<file path="src/rtl/thunderbird_pkg.sv">
// Shared definitions for the thunderbird tail-light front end and sequencer.
//   tb_state_e      : turn controller FSM state encoding
//   *_DEFAULT       : parameter defaults (the sequencer reuses SEQ_STEPS_DEFAULT)
//   cw()            : counter width helper, never narrower than one bit
//   state_lamps()   : {left, right} command decoded from a controller state
package thunderbird_pkg;

  localparam int unsigned DEBOUNCE_CYC_DEFAULT = 4;
  localparam int unsigned STEP_DIV_DEFAULT     = 4;
  localparam int unsigned SEQ_STEPS_DEFAULT    = 4;
  localparam int unsigned TAP_SWEEPS_DEFAULT   = 3;
  localparam int unsigned TAP_MAX_CYC_DEFAULT  = 16;

  typedef enum logic [2:0] {
    StIdle,
    StLeft,
    StRight,
    StHazard,
    StTapL,
    StTapR
  } tb_state_e;

  // Width of a counter holding values 0..n-1.
  function automatic int unsigned cw(input int unsigned n);
    return (n > 1) ? $clog2(n) : 1;
  endfunction

  function automatic logic [1:0] state_lamps(input tb_state_e st);
    logic [1:0] lamps;
    lamps = 2'b00;
    case (st)
      StLeft, StTapL:  lamps = 2'b10;
      StRight, StTapR: lamps = 2'b01;
      StHazard:        lamps = 2'b11;
      default:         lamps = 2'b00;
    endcase
    return lamps;
  endfunction

endpackage

</file>
<file path="src/rtl/switch_debounce.sv">
// Two-flop synchroniser followed by a debounce counter for one raw switch.
//   clk, rst_n : clock, asynchronous active-low reset
//   sw         : raw asynchronous switch input
//   level      : debounced level
//   rise       : one-cycle pulse, high in the first cycle level reads 1
// The debounced level follows the synchronised input only after it has disagreed
// for DEBOUNCE_CYC consecutive samples; any agreeing sample restarts the count.
module switch_debounce
  import thunderbird_pkg::*;
#(
  parameter int unsigned DEBOUNCE_CYC = DEBOUNCE_CYC_DEFAULT
) (
  input  logic clk,
  input  logic rst_n,
  input  logic sw,
  output logic level,
  output logic rise
);

  localparam int unsigned CntW = cw(DEBOUNCE_CYC);
  localparam logic [CntW-1:0] CntLast = CntW'(DEBOUNCE_CYC - 1);

  logic            sync1_q, sync2_q;
  logic            level_q, level_d;
  logic            rise_q, rise_d;
  logic [CntW-1:0] cnt_q, cnt_d;

  always_comb begin
    cnt_d   = '0;
    level_d = level_q;
    rise_d  = 1'b0;
    if (sync2_q != level_q) begin
      if (cnt_q == CntLast) begin
        level_d = sync2_q;
        rise_d  = sync2_q;
      end else begin
        cnt_d = cnt_q + 1'b1;
      end
    end
  end

  always_ff @(posedge clk or negedge rst_n) begin
    if (!rst_n) begin
      sync1_q <= 1'b0;
      sync2_q <= 1'b0;
      level_q <= 1'b0;
      rise_q  <= 1'b0;
      cnt_q   <= '0;
    end else begin
      sync1_q <= sw;
      sync2_q <= sync1_q;
      level_q <= level_d;
      rise_q  <= rise_d;
      cnt_q   <= cnt_d;
    end
  end

  assign level = level_q;
  assign rise  = rise_q;

endmodule

</file>
<file path="src/rtl/thunderbird_turn_ctrl.sv">
// Front-end controller for the thunderbird tail-light sequencer.
//   Clk, reset          : clock (rising edge), asynchronous active-low reset
//   left_sw, right_sw   : raw turn stalk switches
//   hazard_sw           : raw hazard push button (toggles a latch)
//   left, right         : registered lamp commands to the sequencer
//   step_en             : one-cycle pulse every STEP_DIV cycles while active
//   step_idx            : step within the current sweep
//   busy                : controller is in any state other than idle
// A short stalk press (tap) yields TAP_SWEEPS full sweeps; a long press finishes
// the sweep in progress after release. Hazard overrides everything.
module thunderbird_turn_ctrl
  import thunderbird_pkg::*;
#(
  parameter int unsigned DEBOUNCE_CYC = DEBOUNCE_CYC_DEFAULT,
  parameter int unsigned STEP_DIV     = STEP_DIV_DEFAULT,
  parameter int unsigned SEQ_STEPS    = SEQ_STEPS_DEFAULT,
  parameter int unsigned TAP_SWEEPS   = TAP_SWEEPS_DEFAULT,
  parameter int unsigned TAP_MAX_CYC  = TAP_MAX_CYC_DEFAULT
) (
  input  logic                     Clk,
  input  logic                     reset,
  input  logic                     left_sw,
  input  logic                     right_sw,
  input  logic                     hazard_sw,
  output logic                     left,
  output logic                     right,
  output logic                     step_en,
  output logic [cw(SEQ_STEPS)-1:0] step_idx,
  output logic                     busy
);

  localparam int unsigned PrescW = cw(STEP_DIV);
  localparam int unsigned IdxW   = cw(SEQ_STEPS);
  localparam int unsigned SweepW = cw(TAP_SWEEPS);
  localparam int unsigned HoldW  = cw(TAP_MAX_CYC + 1);

  localparam logic [PrescW-1:0] PrescLast = PrescW'(STEP_DIV - 1);
  localparam logic [IdxW-1:0]   IdxLast   = IdxW'(SEQ_STEPS - 1);
  localparam logic [SweepW-1:0] SweepLast = SweepW'(TAP_SWEEPS - 1);
  localparam logic [HoldW-1:0]  HoldMax   = HoldW'(TAP_MAX_CYC);

  // Conditioned switches
  logic left_db, left_rise;
  logic right_db, right_rise;
  logic haz_db, haz_rise;
  logic unused_haz_level;

  switch_debounce #(
    .DEBOUNCE_CYC(DEBOUNCE_CYC)
  ) u_left_db (
    .clk  (Clk),
    .rst_n(reset),
    .sw   (left_sw),
    .level(left_db),
    .rise (left_rise)
  );

  switch_debounce #(
    .DEBOUNCE_CYC(DEBOUNCE_CYC)
  ) u_right_db (
    .clk  (Clk),
    .rst_n(reset),
    .sw   (right_sw),
    .level(right_db),
    .rise (right_rise)
  );

  switch_debounce #(
    .DEBOUNCE_CYC(DEBOUNCE_CYC)
  ) u_hazard_db (
    .clk  (Clk),
    .rst_n(reset),
    .sw   (hazard_sw),
    .level(haz_db),
    .rise (haz_rise)
  );

  // Only the press edge of the hazard button matters.
  assign unused_haz_level = haz_db;

  // State and registered outputs
  tb_state_e         state_q, state_d;
  logic              haz_latch_q, haz_latch_d;
  logic [PrescW-1:0] presc_q, presc_d;
  logic [IdxW-1:0]   idx_q, idx_d;
  logic [SweepW-1:0] sweep_q, sweep_d;
  logic [HoldW-1:0]  hold_q, hold_d;
  logic              left_q, left_d;
  logic              right_q, right_d;
  logic              step_en_q, step_en_d;
  logic              busy_q, busy_d;

  logic tick;    // prescaler at terminal count in an active state
  logic wrap;    // sweep boundary: step_idx about to return to 0
  logic entry;   // state changes on this edge
  logic holding; // own stalk still held in LEFT/RIGHT

  assign tick    = (state_q != StIdle) && (presc_q == PrescLast);
  assign wrap    = tick && (idx_q == IdxLast);
  assign entry   = (state_d != state_q);
  assign holding = ((state_q == StLeft) && left_db) || ((state_q == StRight) && right_db);

  // Next state
  always_comb begin
    haz_latch_d = haz_latch_q ^ haz_rise;
    state_d     = state_q;
    unique case (state_q)
      StIdle: begin
        // Both stalks held together is a conflict and is ignored.
        if (left_db && !right_db) begin
          state_d = StLeft;
        end else if (right_db && !left_db) begin
          state_d = StRight;
        end
      end
      StLeft: begin
        if (right_rise) begin
          state_d = StRight;
        end else if (!left_db) begin
          if (hold_q < HoldMax) begin
            state_d = StTapL;
          end else if (wrap) begin
            state_d = StIdle;
          end
        end
      end
      StRight: begin
        if (left_rise) begin
          state_d = StLeft;
        end else if (!right_db) begin
          if (hold_q < HoldMax) begin
            state_d = StTapR;
          end else if (wrap) begin
            state_d = StIdle;
          end
        end
      end
      StTapL: begin
        if (left_rise) begin
          state_d = StLeft;
        end else if (right_rise) begin
          state_d = StRight;
        end else if (wrap && (sweep_q == SweepLast)) begin
          state_d = StIdle;
        end
      end
      StTapR: begin
        if (right_rise) begin
          state_d = StRight;
        end else if (left_rise) begin
          state_d = StLeft;
        end else if (wrap && (sweep_q == SweepLast)) begin
          state_d = StIdle;
        end
      end
      // Latch still set is caught by the override below; otherwise leave.
      StHazard: state_d = StIdle;
      default:  state_d = StIdle;
    endcase
    if (haz_latch_d) begin
      state_d = StHazard;
    end
  end

  // Pacing counters and outputs
  always_comb begin
    presc_d   = presc_q;
    idx_d     = idx_q;
    sweep_d   = sweep_q;
    hold_d    = hold_q;
    step_en_d = 1'b0;

    if (entry || (state_d == StIdle)) begin
      presc_d = '0;
      idx_d   = '0;
      sweep_d = '0;
      hold_d  = '0;
    end else begin
      presc_d = (presc_q == PrescLast) ? '0 : presc_q + 1'b1;
      if (tick) begin
        step_en_d = 1'b1;
        idx_d     = (idx_q == IdxLast) ? '0 : idx_q + 1'b1;
      end
      if (wrap && ((state_q == StTapL) || (state_q == StTapR))) begin
        sweep_d = sweep_q + 1'b1;
      end
      if (holding && (hold_q != HoldMax)) begin
        hold_d = hold_q + 1'b1;
      end
    end

    {left_d, right_d} = state_lamps(state_d);
    busy_d            = (state_d != StIdle);
  end

  always_ff @(posedge Clk or negedge reset) begin
    if (!reset) begin
      state_q     <= StIdle;
      haz_latch_q <= 1'b0;
      presc_q     <= '0;
      idx_q       <= '0;
      sweep_q     <= '0;
      hold_q      <= '0;
      left_q      <= 1'b0;
      right_q     <= 1'b0;
      step_en_q   <= 1'b0;
      busy_q      <= 1'b0;
    end else begin
      state_q     <= state_d;
      haz_latch_q <= haz_latch_d;
      presc_q     <= presc_d;
      idx_q       <= idx_d;
      sweep_q     <= sweep_d;
      hold_q      <= hold_d;
      left_q      <= left_d;
      right_q     <= right_d;
      step_en_q   <= step_en_d;
      busy_q      <= busy_d;
    end
  end

  assign left     = left_q;
  assign right    = right_q;
  assign step_en  = step_en_q;
  assign step_idx = idx_q;
  assign busy     = busy_q;

endmodule

</file>
<file path="config.mk">
export PLATFORM = sky130hd
export DESIGN_NAME = thunderbird_turn_ctrl
export DESIGN_NICKNAME = d
export VERILOG_FILES = /design/src/rtl/thunderbird_pkg.sv /design/src/rtl/switch_debounce.sv /design/src/rtl/thunderbird_turn_ctrl.sv
export SDC_FILE = /design/constraint.sdc
export NUM_CORES = 1
export LEC_CHECK = 0
export BUFFER_PORTS_ARGS = -buffer_cell sky130_fd_sc_hd__buf_2
export CORE_AREA = 3 3 70 72
export DETAILED_ROUTE_END_ITERATION = 8
export DIE_AREA = 0 0 73 75
export GPL_TIMING_DRIVEN = 0
export PLACE_DENSITY_LB_ADDON = 0.25
export SLEW_MARGIN = 20
export SYNTH_ARGS = -nofsm -noshare
export SYNTH_HDL_FRONTEND = slang
export SYNTH_HIERARCHICAL = 1
export SYNTH_SLANG_ARGS = --single-unit
</file>
<file path="constraint.sdc">
create_clock -name Clk -period 1.63 [get_ports Clk]
set_input_delay 0.163 -clock Clk [delete_from_list [all_inputs] [get_ports Clk]]
set_output_delay 0.163 -clock Clk [all_outputs]
set_load 0.01 [all_outputs]
</file>
==> results of run 1 <==
## metal layers
layer,share of wire,up-vias
met5,0,-
met4,0.017,0
met3,0.035,7
met2,0.51,21
met1,0.43,630
li1,-,603
## sequential cells by signal (all words and copies together) (netlist names), 2 cells and up
register and flops:
hold_q 5, state_q 3, presc_q 2, step_idx 2, sweep_q 2, u_hazard_db/cnt_q 2, u_left_db/cnt_q 2, u_right_db/cnt_q 2
## power breakdown
part	switching (W)	internal (W)
Combinational	0.00111	0.00105
Clock	0.000329	0.000497
Sequential	0.000178	0.00113
## worst max-delay path: cells and delay by family, from the launching register on
kind                   cells  cell delay [ns]
DFF                        1             0.38
buffers and inverters      2             0.34
AOI/OAI and AO/OA          2             0.42
and+or+nand+nor            3             0.56
## synth_stat cells, drive strengths merged
master	count
a211oi	1
and3	2
nor3	16
xnor2	6
a21o	1
ha	8
buf	6
mux2	3
nand3b	4
o21ai	2
nor2	7
nor4b	3
and2b	1
a22oi	1
a21oi	4
nor4bb	1
o221ai	1
nor4	1
a21boi	1
and3b	4
a32oi	1
nor3b	2
nor2b	5
a31oi	3
nand2	8
nand2b	1
nand4b	2
nand4	3
dfrtp	37
inv	7
o21bai	1
xor2	4
nand3	5
## final timing paths
kind,end,slack (ns),cells past startpoint
setup reg to reg,hold_q[0]$_DFFE_PN0P_,-0.18,7
max in group asynchronous,hold_q[1]$_DFFE_PN0P_,0.64,2
setup / recovery,hold_q[0]$_DFFE_PN0P_,-0.18,7
hold reg to reg,u_hazard_db/sync2_q$_DFF_PN0_,0.35,0
min in group asynchronous,left$_DFF_PN0_,0.49,2
hold / removal,u_hazard_db/sync2_q$_DFF_PN0_,0.35,0
## area by class of cell
cell class	instances	area (sq um)
flip-flops and latches	37	926
inverters	7	26.3
plain buffers	6	67.6
multi-input cells	102	915
repair buffers	27	199
clock buffers	6	82.6
clock inverters	2	37.5
fillers	368	2040
well taps	52	65.1
## cell families (layout without fill, tap and decap cells)
| family | after synthesis | count (layout) | synth area share |
|---|---|---|---|
| simple gates | 65 | 65 | 0.252 |
| buf+inv | 13 | 48 | 0.0454 |
| flops | 37 | 37 | 0.501 |
| fa+ha+maj | 8 | 8 | 0.0542 |
| mux | 3 | 3 | 0.0183 |
| compound gates | 16 | 16 | 0.0772 |
| xor+xnor | 10 | 10 | 0.0515 |
## what timing repair did
action | CTS | global route
endpoints found under the hold margin | 40 | 0
pin swaps | 5 | 10
hold buffers | 4 | 0
gates resized for setup | 5 | 18
buffers inserted | 4 | 7
endpoints found under the setup margin | 13 | 16
gates cloned | 1 | 1
## through the flow
| stage | worst slack, ns | setup TNS, ns | util | power, W |
|---|---|---|---|---|
| 2_1_floorplan | 0.00697 | 0 | - | 0.00263 |
| 3_3_place_gp | -0.161 | -1.56 | 0.451 | 0.00290 |
| 3_5_place_dp | -0.185 | -1.82 | 0.451 | 0.00295 |
| 4_1_cts | -0.135 | -1.64 | 0.499 | 0.00399 |
| 5_1_grt | -0.270 | -3.44 | 0.532 | 0.00459 |
| 6_report | -0.178 | -2.13 | 0.532 | 0.00430 |
==> out/metrics.csv, run 1 <==
stage,metric,value,unit
synthesis,Ys Warns,6,
die,IO Count,11,
clocking,clk sinks,37,
routing,DRT iter0 DRCs,36,
die,Initial Util,0.424,
critical_path,worst-path fanout max,10,
routing,routed len/inst,13.9,microns
critical_path,Crit Reg-Reg Startpoint,state_q[2]$_DFF_PN0_,
clocking,latest clock arrival within the worst-skew pair,0.29,ns
sta,Clock Skew,0.00239,ns
die,die height,75,microns
synthesis,Gate Count Post-Synth,152,
sta,Final min period,1.81,ns
global_routing,aggregate global-route resource usage,0.131,
global_routing,routing usage on met1,0.152,
synthesis,share of the yosys chip area belonging to registers,0.501,
sta,PnR worst setup slack,-0.178,ns
sta,Final Cycle Share,1.11,
routing,Vias/cell,5.28,
sta,pins over their slew limit,0,
routing,# DRC,0,
synthesis,"flops & latches, synth",37,
sta,Fin Hold WS,0.355,ns
power,Leak,1.02,nW
clocking,H-tree lvl count,2,
placement,placed instance area,1960,sq um
outcome,outcome,"complete, but fails checks",
routing,Routed Antenna Nets,0,
sta,Least-Margin Pin Slew,0.797,ns
final_layout,"commonest non-fill, non-tap cell in the layout",dfrtp_1,
placement,RePlAce Congestion,0.918,
clocking,Root Buffer,clkbuf_8,
final_layout,Diodes inserted,0,
critical_path,WP data required,1.81,ns
global_routing,gr busiest metal,met2,
global_routing,met2 Use GR,0.215,
worst_hold_path,HP Class,reg -> reg,
final_layout,synthesis-to-layout area growth,25.5,%
critical_path,Crit. End Element,register,
placement,placed insts,214,
global_routing,met3 Use GR,0.0441,
die,Core Region,4350,sq um
synthesis,top cell type's share of synthesized area,0.501,
synthesis,post-synth top area cell,dfrtp_1,
global_routing,"Remaining Overflow, GRT",0,
routing,via count,1261,
global_routing,vias in the first global route,1241,
critical_path,origin of the worst setup path,state_q[2]$_DFF_PN0_,
critical_path,worst path arrival time,1.99,ns
critical_path,startpoint type of the worst setup path,register,
outcome,failing checks,negative setup slack,
sta,Fmax,0.553,GHz
die,number of placement rows,24,
routing,DRT Pass-1 Iters,5,
sta,Final Hold Viols,0,
die,die area,5480,sq um
synthesis,Synth area leaders,"dfrtp_1 50%, ha_1 5.4%, nor3_1 2.7%",
routing,Routed WL,3.32,mm
critical_path,CP Cell Sequence,buf_6 > nor3_4 > a31oi_2 > and3b_1 > a22oi_2 > buf_6 > nor3_2,
synthesis,Yosys cell types,44,
final_layout,Finished Layout Cells,239,
power,PwrDens,1860,nW/um^2
power,Max VDD drop,0.904,mV
critical_path,Crit-path slowest cell,dfrtp_1,
placement,post-DP HPWL,2.14,mm
global_routing,largest net degree at the start of global routing,38,
global_routing,first-pass GRT wire length,5.44,mm
placement,I/O Buffers,10,
synthesis,Mapped Avg Cell Area,12.1,sq um
critical_path,"slowest stage delay, CP",0.38,ns
synthesis,mapped cell area,1850,sq um
final_layout,final net count,199,
global_routing,initial antenna violation count,0,
sta,RSZ-0062 raised after global routing,yes,
clocking,Inserted Clock Buffers,5,
clocking,"Reg clk slew, reported paths",0.07,ns
critical_path,Setup CP Type,reg -> reg,
final_layout,most frequent cells in the layout,"37 x dfrtp_1, 11 x nor3_2, 10 x buf_2, 10 x buf_4, 9 x buf_6",
flow_run,max-cap viol count,0,
sta,Rel. slew slack,0.468,
synthesis,Mapped Nets,165,
final_layout,"Design Area, Final",2320,sq um
final_layout,layout cells sized above 1,0.364,
clocking,CTS tree,yes,
worst_hold_path,hold path startpoint,u_hazard_db/sync1_q$_DFF_PN0_,
clocking,clk buf depth,2,
sta,Final setup viols,14,
critical_path,cell mode on critical path,buf_6,
die,Die X,73,microns
Note: power is estimated with default switching activity, not from simulation.
==> inputs of run 2 (changes only) <==
- BUFFER_PORTS_ARGS: -buffer_cell sky130_fd_sc_hd__buf_2 -> -buffer_cell sky130_fd_sc_hd__buf_4
- CORE_AREA: 3 3 70 72 -> 2 2 69 71
- DIE_AREA: 0 0 73 75 -> 0 0 71 73
==> out/metrics.csv, run 2 (synthesis results as in run 1) <==
stage,metric,value,unit,change
sta,Rel. slew slack,0.668,,+0.200
critical_path,Buf/Inv on CP,2,,unchanged
outcome,failing checks,negative setup slack,,
die,die area,5180,sq um,-5.3%
sta,pins over their slew limit,0,,unchanged
routing,Routed WL,3.47,mm,+4.6%
clocking,"Reg clk slew, reported paths",0.07,ns,about the same
outcome,outcome,"complete, but fails checks",,
routing,routed len/inst,14.2,microns,+2.1%
critical_path,worst path arrival time,1.98,ns,about the same
routing,Vias/cell,5.20,,-1.4%
routing,DRT iter0 DRCs,86,,+140%
global_routing,"Remaining Overflow, GRT",0,,unchanged
clocking,CTS tree,yes,,
die,Initial Util,0.407,,-0.0170
critical_path,worst-path fanout max,9,,-1
sta,Final min period,1.76,ns,-0.0450 ns
power,Max VDD drop,0.606,mV,-33%
global_routing,largest net degree at the start of global routing,38,,unchanged
global_routing,initial antenna violation count,0,,unchanged
sta,PnR worst setup slack,-0.133,ns,+0.0450 ns
final_layout,Finished Layout Cells,245,,+2.5%
final_layout,Largest register FFs,5,,unchanged
final_layout,"commonest non-fill, non-tap cell in the layout",dfrtp_1,,
final_layout,Diodes inserted,0,,unchanged
clocking,Root Buffer,clkbuf_8,,
critical_path,Crit-path slowest cell,dfrtp_1,,
die,Core Region,4540,sq um,+4.2%
clocking,clk sinks,37,,unchanged
sta,RSZ-0062 raised after global routing,yes,,
sta,Fmax,0.567,GHz,+2.6%
placement,post-DP HPWL,2.15,mm,+0.43%
critical_path,WP depth,7,,unchanged
critical_path,CP Cell Sequence,buf_6 > buf_4 > nand3b_1 > a211oi_4 > nand2_1 > xor2_1 > nor3_2,,
critical_path,critical path's top delay family,simple AND/OR/NAND/NOR gates,,
sta,Final Cycle Share,1.08,,-0.0276
die,die height,73,microns,-2.7%
clocking,Inserted Clock Buffers,5,,unchanged
final_layout,most frequent cells in the layout,"36 x dfrtp_1, 23 x buf_4, 8 x nor3_2",,
global_routing,aggregate global-route resource usage,0.149,,+0.0184
routing,DRT Pass-1 Iters,4,,-1
critical_path,Crit. End Element,register,,
routing,# DRC,0,,unchanged
flow_run,max-cap viol count,0,,unchanged
power,PwrDens,1800,nW/um^2,-3.0%
sta,Final setup viols,14,,unchanged
clocking,H-tree lvl count,2,,unchanged
worst_hold_path,hold path cells,0,,unchanged
global_routing,first-pass GRT wire length,5.91,mm,+8.6%
sta,Final Hold Viols,0,,unchanged
placement,I/O Buffers,10,,unchanged
sta,Clock Skew,0.00601,ns,+0.00363 ns
critical_path,WP data required,1.85,ns,+0.04 ns
routing,via count,1275,,+1.1%
power,Leak,1.03,nW,+0.72%
die,Die X,71,microns,-2.7%
final_layout,layout cells sized above 1,0.372,,+0.00809
critical_path,startpoint type of the worst setup path,register,,
final_layout,Biggest register,hold_q,,
power,Final Power,0.00422,W,-1.9%
clocking,clk buf depth,2,,unchanged
final_layout,final net count,203,,+2.0%
final_layout,Filler cells,388,,+5.4%
critical_path,"slowest stage delay, CP",0.39,ns,about the same
sta,setup tns final,-1.49,ns,+0.641 ns
die,number of placement rows,25,,+4.2%
routing,Routed Antenna Nets,0,,unchanged
final_layout,top flop regs,"hold_q (5), state_q (3)",,
sta,Least-Margin Pin Slew,0.491,ns,-0.306 ns
die,IO Count,11,,unchanged
final_layout,synthesis-to-layout area growth,27.0,%,
critical_path,Worst Reg-to-Reg Cells,7,,unchanged
clocking,latest clock arrival within the worst-skew pair,0.30,ns,about the same
worst_hold_path,HP Class,reg -> reg,,
placement,RePlAce Congestion,0.933,,+1.7%
placement,placed insts,216,,+0.93%
global_routing,vias in the first global route,1291,,+4.0%
critical_path,Setup CP Type,reg -> reg,,
## run 2: cell types whose count changed in the layout (fill, tap and decap cells not counted), sizes merged
cell,before,now
buf,29,32
clkinv,0,2
bufinv,1,0
clkbuf,6,7
clkinvlp,1,0
## run 2: metal layers
metal,routed length (microns),global-route usage,share of wire
met5,0,0,0
met4,93,0.0860,0.027
met3,141,0.0428,0.041
met2,1790,0.250,0.52
met1,1440,0.170,0.42
## run 2: area by class of cell
class | instances | area [sq um] | share of cell area
Tap cell | 54 | 67.6 | 0.0288
Clock inverter | 2 | 10.0 | 0.00427
Buffer | 6 | 71.3 | 0.0304
Timing Repair Buffer | 31 | 260 | 0.111
Clock buffer | 6 | 72.6 | 0.0309
Multi-Input combinational cell | 102 | 910 | 0.388
Inverter | 7 | 26.3 | 0.0112
Sequential cell | 37 | 927 | 0.395
## run 2: timing repair
action | CTS | global route
endpoints found under the hold margin | 40 | 0
pin swaps | 6 | 15
setup endpoints to repair | 14 | 15
gates cloned | 1 | 0
gates resized for setup | 12 | 9
buffers inserted | 9 | 7
hold buffers | 4 | 0
## run 2: path summary, 6_finish.rpt
path                                              from                          end  slack, ns
min                        u_left_db/sync1_q$_DFF_PN0_  u_left_db/sync2_q$_DFF_PN0_       0.35
max                               state_q[1]$_DFF_PN0_        hold_q[2]$_DFFE_PN0P_      -0.13
min reg2reg                u_left_db/sync1_q$_DFF_PN0_  u_left_db/sync2_q$_DFF_PN0_       0.35
min in group asynchronous                        reset               busy$_DFF_PN0_       0.37
max in group asynchronous                        reset  u_left_db/level$_DFFE_PN0P_       0.91
max reg2reg                       state_q[1]$_DFF_PN0_        hold_q[2]$_DFFE_PN0P_      -0.13
## run 2: through the flow
| stage | setup WS (ns) | area, sq um | utilization | hold slack, ns |
|---|---|---|---|---|
| 6_report | -0.133 | 2340 | 0.517 | 0.351 |
| 5_1_grt | -0.252 | 2340 | 0.517 | 0.358 |
| 4_1_cts | -0.133 | 2240 | 0.493 | 0.354 |
| 3_5_place_dp | -0.212 | 1990 | 0.439 | 0.155 |
| 3_3_place_gp | -0.150 | 1990 | 0.439 | 0.139 |
| 2_1_floorplan | 0.00697 | 1850 | - | -0.133 |
## run 2: where the power goes
part | internal (W) | total (W) | switching (W) | leakage (nW)
registers | 0.00114 | 0.00132 | 0.000187 | 0.474
logic | 0.00117 | 0.00228 | 0.00111 | 0.512
clock network | 0.000296 | 0.000619 | 0.000323 | 0.0450
